File: src/rtl/ntt_pkg.sv
// Shared NTT definitions: vector geometry, coefficient type, serializer states
// and the 4-bit index reversal used by loaders, twiddle addressing and unloaders.
package ntt_pkg;

  localparam int unsigned COEFF_WIDTH = 16;
  localparam int unsigned N           = 16;
  localparam int unsigned LOG_N       = 4;

  typedef logic [COEFF_WIDTH-1:0] coeff_t;

  typedef enum logic [0:0] {
    IDLE   = 1'b0,
    STREAM = 1'b1
  } state_t;

  // Mirror the index bits: {b3,b2,b1,b0} -> {b0,b1,b2,b3}.
  function automatic logic [LOG_N-1:0] bitrev4(input logic [LOG_N-1:0] idx);
    logic [LOG_N-1:0] r;
    r = '0;
    for (int i = 0; i < int'(LOG_N); i++) begin
      r[i] = idx[int'(LOG_N) - 1 - i];
    end
    return r;
  endfunction

endpackage

File: src/rtl/ntt_coeff_serializer.sv
// Parallel-to-serial unloader: captures a 16-coefficient vector in one cycle and
// streams it out over valid/ready in natural or bit-reversed order.
module ntt_coeff_serializer
  import ntt_pkg::*;
#(
  parameter int unsigned DATA_WIDTH = COEFF_WIDTH
) (
  input  logic                  clk,
  input  logic                  rst,
  input  logic                  start,
  input  logic                  bitrev,
  input  logic [DATA_WIDTH-1:0] din0,
  input  logic [DATA_WIDTH-1:0] din1,
  input  logic [DATA_WIDTH-1:0] din2,
  input  logic [DATA_WIDTH-1:0] din3,
  input  logic [DATA_WIDTH-1:0] din4,
  input  logic [DATA_WIDTH-1:0] din5,
  input  logic [DATA_WIDTH-1:0] din6,
  input  logic [DATA_WIDTH-1:0] din7,
  input  logic [DATA_WIDTH-1:0] din8,
  input  logic [DATA_WIDTH-1:0] din9,
  input  logic [DATA_WIDTH-1:0] din10,
  input  logic [DATA_WIDTH-1:0] din11,
  input  logic [DATA_WIDTH-1:0] din12,
  input  logic [DATA_WIDTH-1:0] din13,
  input  logic [DATA_WIDTH-1:0] din14,
  input  logic [DATA_WIDTH-1:0] din15,
  output logic                  m_valid,
  input  logic                  m_ready,
  output logic [DATA_WIDTH-1:0] m_data,
  output logic [LOG_N-1:0]      m_index,
  output logic                  m_last,
  output logic                  busy,
  output logic                  done
);

  state_t                  state;
  state_t                  state_nxt;
  logic [LOG_N-1:0]        cnt;
  logic [LOG_N-1:0]        cnt_nxt;
  logic                    mode_q;
  logic                    mode_nxt;
  logic                    done_q;
  logic                    done_nxt;
  logic                    capture;
  logic                    streaming;
  logic [LOG_N-1:0]        rd_idx;
  logic [DATA_WIDTH-1:0]   din_vec   [N];
  logic [DATA_WIDTH-1:0]   coeff_buf [N];

  // Gather the parallel ports into an indexable vector.
  always_comb begin
    din_vec[0]  = din0;
    din_vec[1]  = din1;
    din_vec[2]  = din2;
    din_vec[3]  = din3;
    din_vec[4]  = din4;
    din_vec[5]  = din5;
    din_vec[6]  = din6;
    din_vec[7]  = din7;
    din_vec[8]  = din8;
    din_vec[9]  = din9;
    din_vec[10] = din10;
    din_vec[11] = din11;
    din_vec[12] = din12;
    din_vec[13] = din13;
    din_vec[14] = din14;
    din_vec[15] = din15;
  end

  // Next-state logic; in STREAM m_valid is always high, so m_ready alone is the handshake.
  always_comb begin
    state_nxt = state;
    cnt_nxt   = cnt;
    mode_nxt  = mode_q;
    done_nxt  = 1'b0;
    capture   = 1'b0;
    case (state)
      IDLE: begin
        if (start) begin
          capture   = 1'b1;
          mode_nxt  = bitrev;
          cnt_nxt   = 4'd0;
          state_nxt = STREAM;
        end else begin
          state_nxt = IDLE;
        end
      end
      STREAM: begin
        if (m_ready) begin
          if (cnt == 4'd15) begin
            state_nxt = IDLE;
            cnt_nxt   = 4'd0;
            done_nxt  = 1'b1;
          end else begin
            cnt_nxt = cnt + 4'd1;
          end
        end else begin
          cnt_nxt = cnt;
        end
      end
      default: begin
        state_nxt = IDLE;
        cnt_nxt   = 4'd0;
        mode_nxt  = 1'b0;
      end
    endcase
  end

  // Control registers with synchronous reset; reset mid-stream drops the vector without done.
  always_ff @(posedge clk) begin
    if (rst) begin
      state  <= IDLE;
      cnt    <= 4'd0;
      mode_q <= 1'b0;
      done_q <= 1'b0;
    end else begin
      state  <= state_nxt;
      cnt    <= cnt_nxt;
      mode_q <= mode_nxt;
      done_q <= done_nxt;
    end
  end

  // Coefficient buffer: written only on the capture edge and intentionally not reset.
  always_ff @(posedge clk) begin
    for (int i = 0; i < int'(N); i++) begin
      if (capture) begin
        coeff_buf[i] <= din_vec[i];
      end else begin
        coeff_buf[i] <= coeff_buf[i];
      end
    end
  end

  // Output decode from registered state only; m_ready never reaches m_valid.
  always_comb begin
    streaming = (state == STREAM);
    rd_idx    = mode_q ? bitrev4(cnt) : cnt;
    m_valid   = streaming;
    busy      = streaming;
    done      = done_q;
    if (streaming) begin
      m_index = rd_idx;
      m_data  = coeff_buf[rd_idx];
      m_last  = (cnt == 4'd15);
    end else begin
      m_index = 4'd0;
      m_data  = '0;
      m_last  = 1'b0;
    end
  end

endmodule

File: config.mk
export PLATFORM = sky130hd
export DESIGN_NAME = ntt_coeff_serializer
export DESIGN_NICKNAME = d
export VERILOG_FILES = /design/src/rtl/ntt_pkg.sv /design/src/rtl/ntt_coeff_serializer.sv
export SDC_FILE = /design/constraint.sdc
export NUM_CORES = 1
export LEC_CHECK = 0
export CAP_MARGIN = 20
export CELL_PAD_IN_SITES_DETAIL_PLACEMENT = 0
export CELL_PAD_IN_SITES_GLOBAL_PLACEMENT = 1
export CORE_MARGIN = 4
export CORE_UTILIZATION = 43
export CTS_CLUSTER_DIAMETER = 50
export DETAILED_ROUTE_END_ITERATION = 10
export GPL_TIMING_DRIVEN = 0
export PLACE_DENSITY_LB_ADDON = 0.3
export SLEW_MARGIN = 20
export SYNTH_ARGS = -nofsm -noshare
export SYNTH_HDL_FRONTEND = slang
export SYNTH_SLANG_ARGS = --single-unit
File: constraint.sdc
create_clock -name clk -period 45.4 [get_ports clk]
set_clock_uncertainty 0.15 [all_clocks]
set_input_delay 9.08 -clock clk [delete_from_list [all_inputs] [get_ports clk]]
set_output_delay 9.08 -clock clk [all_outputs]
set_load 0.01 [all_outputs]
==> metrics.cfg <==
[status]
status=completed

[run]
cap_violations=0

[synth]
synth_cell_types=36
ys_seq_area_share_pct=76.61
avgSynthCellArea_um2=20.19
syn_inst=506
ys_warn_count=0
synthTopCellsByArea=edfxtp_1 75%, mux4_2 12%, a22oi_1 2.2%
syn-num-nets=768
syn_area_mm2=0.01022
ys_ff_latch=263
post-synth-top-area-cell=edfxtp_1
synth_top_area_share_pct=75.24

[placed_design]
place_ws_ps=32940
dpl_cell_area_mm2=0.01367
hpwl_um=18840
portBuffers=284
gp_congestion=0.8660

[worst_hold_path]
worstHoldPathType=flip-flop to flip-flop
worstHoldPathCells=3
worstHoldEndpoint=cnt[1]$_SDFFE_PP0P_
hold_start=cnt[1]$_SDFFE_PP0P_

[finish]
nets=1093
drive_gt1_share_pct=14.40
syn_to_final_growth_pct=43.37
utilization_pct=62.60
final_cell_area_mm2=0.01465

[floorplan]
start_util_pct=43.66
core_mm2=0.02340
fp.dieH_um=162.1
die_w_um=162.1
die_area_mm2=0.02629
num_rows=56
io-pin-count=285

[sta]
fmax_mhz=76.79
worst_pin_slew_ps=885.5
period_share_pct=28.68
setup-tns-final_ps=0
relSlewSlack_pct=40.96
rsz0062_at_grt=no
final-setup-viol-count=0
fin_hold_ws_ps=513.6
drv_slew=0
fin_ws_ps=32380
period_needed_ps=13020
final_hold_viol_count=0

[clock_tree]
cts_buffers=30
cts_root_buf=clkbuf_16
clock_path_buffers=3
cts_max_level=1
cts.sinks=263
insertion_delay_ps=540
clkTransAtPathRegs_ps=60
ctsResizeCount=0
cts_setup_buffers=0
tritoncts=built
cts_hold_buf=0

[routing]
drtIter0Drc=416
ant_nets=0
postRouteWirelength_um=25660
drc_errors=0
drt_first_pass_iters=5
vias=5999
viasPerCell=5.106
routedWlPerCell_um=21.84

[global_route]
grt_util_all_layers_pct=19.38
antenna_found_initial=2
grt-ovfl-total=0
grt_max_degree=33
grt_pass1_wl_um=38570
grt_pass1_vias=6758

[worst_setup_path]
crit_path_start_kind=flip-flop
rrSetupSlack_ps=43010
r2r-start=busy$_SDFF_PP0_
worstSetupEndpointType=output pin
worstRegToRegCells=5
cp_data_arrival_time_ps=3790
crit_type=flip-flop to output pin
cp_max_fo=10
reg2reg_to=coeff_buf[15][11]$_DFFE_PP_
cp.required_ps=36170

[pwr]
power_density_mw_per_mm2=38.85
ir_drop_uv=25.73
leakagePower_uw=0.004878

-- synth_stat cells --
| library cell | n |
|---|---|
| nor3_1 | 3 |
| and2_1 | 7 |
| buf_6 | 4 |
| o32ai_1 | 1 |
| and3_1 | 1 |
| o21a_1 | 1 |
| a211oi_1 | 1 |
| a22oi_1 | 30 |
| edfxtp_1 | 256 |
| nor2_1 | 25 |
| inv_1 | 4 |
| nand4b_1 | 1 |
| a31oi_1 | 1 |
| ha_1 | 1 |
| nor2b_1 | 3 |
| buf_2 | 2 |
| a21oi_1 | 10 |
| a311oi_1 | 1 |
| nand3b_1 | 1 |
| mux4_2 | 56 |
| o22a_1 | 3 |
| nand2b_1 | 4 |
| mux2_4 | 1 |
| o221ai_1 | 1 |
| a32oi_1 | 1 |
| nand3_1 | 1 |
| nand2_1 | 23 |
| buf_4 | 5 |
| nor3b_1 | 1 |
| mux2i_1 | 14 |
| o211ai_1 | 4 |
| o31ai_1 | 4 |
| buf_1 | 5 |
| dfxtp_1 | 7 |
| clkbuf_1 | 13 |
| o21ai_0 | 10 |
-- sequential cells by signal (all words and copies together), names as in the netlist --
name,cells
mode_q,1
busy,1
cnt,4
done,1
coeff_buf,256
-- how the worst max path moves through the flow --
stage / start / to / slack (ps)
after floorplan: start / cnt[1]$_SDFFE_PP0P_ / 23770
after global placement: start / cnt[1]$_SDFFE_PP0P_ / 19700
after detailed placement: cnt[1]$_SDFFE_PP0P_ / m_data[7] / 32940
after CTS: cnt[1]$_SDFFE_PP0P_ / m_data[7] / 32360
after global routing: cnt[1]$_SDFFE_PP0P_ / m_data[7] / 32100
final: cnt[1]$_SDFFE_PP0P_ / m_data[7] / 32380
-- critical path: stages, from the launching register on --
cell	delay, ps
dfxtp_1	330
clkbuf_1	300
nand2b_1	200
nand2_1	300
buf_1	710
mux4_2	420
a22oi_1	360
nand2_1	120
clkdlybuf4s50_1	510
-- cells by family (layout without fill, tap and decap cells) --
logic type / count (synthesis) / count (layout) / share of synthesized area (%)
other: 0 / 2 / 0
and+or+nand+nor: 70 / 70 / 3.110
muxes: 71 / 71 / 13.86
adders and majority gates: 1 / 1 / 0.1224
AOI/OAI and AO/OA: 68 / 68 / 4.580
DFF: 263 / 263 / 76.61
buffers and inverters: 33 / 381 / 1.714
-- power by group --
part           internal (uW)  leakage [uW]  total, uW  switching, uW
Clock                    138      0.000464        232           93.9
Combinational           32.9       0.00192       51.7           18.8
Sequential               282       0.00249        286           3.35
-- per-layer routing --
layer / track usage (%) / share of wire (%) / vias to the layer above
met5: 0 / 0 / -
met2: 33.66 / 52 / 249
met4: 6.344 / 2.9 / 0
li1: - / - / 2742
met3: 4.567 / 6.8 / 49
met1: 24.18 / 39 / 2959
-- stage by stage --
step | power (uW) | cells
2_1_floorplan | 313.7 | 506
3_3_place_gp | 345.4 | 1109
3_5_place_dp | 342.9 | 1118
4_1_cts | 576.2 | 1173
5_1_grt | 591.7 | 1175
6_report | 569.1 | 1175
-- layout make-up --
class | count | area, um2
antenna | 2 | 5.005
buffer | 29 | 160.2
clock buffer | 39 | 814.5
clock inverter | 16 | 160.2
fill | 1723 | 8753
inverter | 4 | 15.01
multi-input combinational | 210 | 2222
sequential | 263 | 7828
tap | 319 | 399.1
timing repair buffer | 293 | 3045
-- placed cells by master, fill, tap and decap left out, types with 4 or more instances in the layout --
master	count
a21oi_1	10
a22oi_1	30
and2_1	7
buf_1	5
buf_12	6
buf_4	5
buf_6	4
clkbuf_1	19
clkbuf_16	30
clkdlybuf4s50_1	284
clkinv_1	4
clkinv_2	5
clkinvlp_4	4
dfxtp_1	7
edfxtp_1	256
inv_1	4
mux2i_1	14
mux4_2	56
nand2_1	23
nand2b_1	4
nor2_1	25
o211ai_1	4
o21ai_0	10
o31ai_1	4
Note: power is estimated with default switching activity, not from simulation.
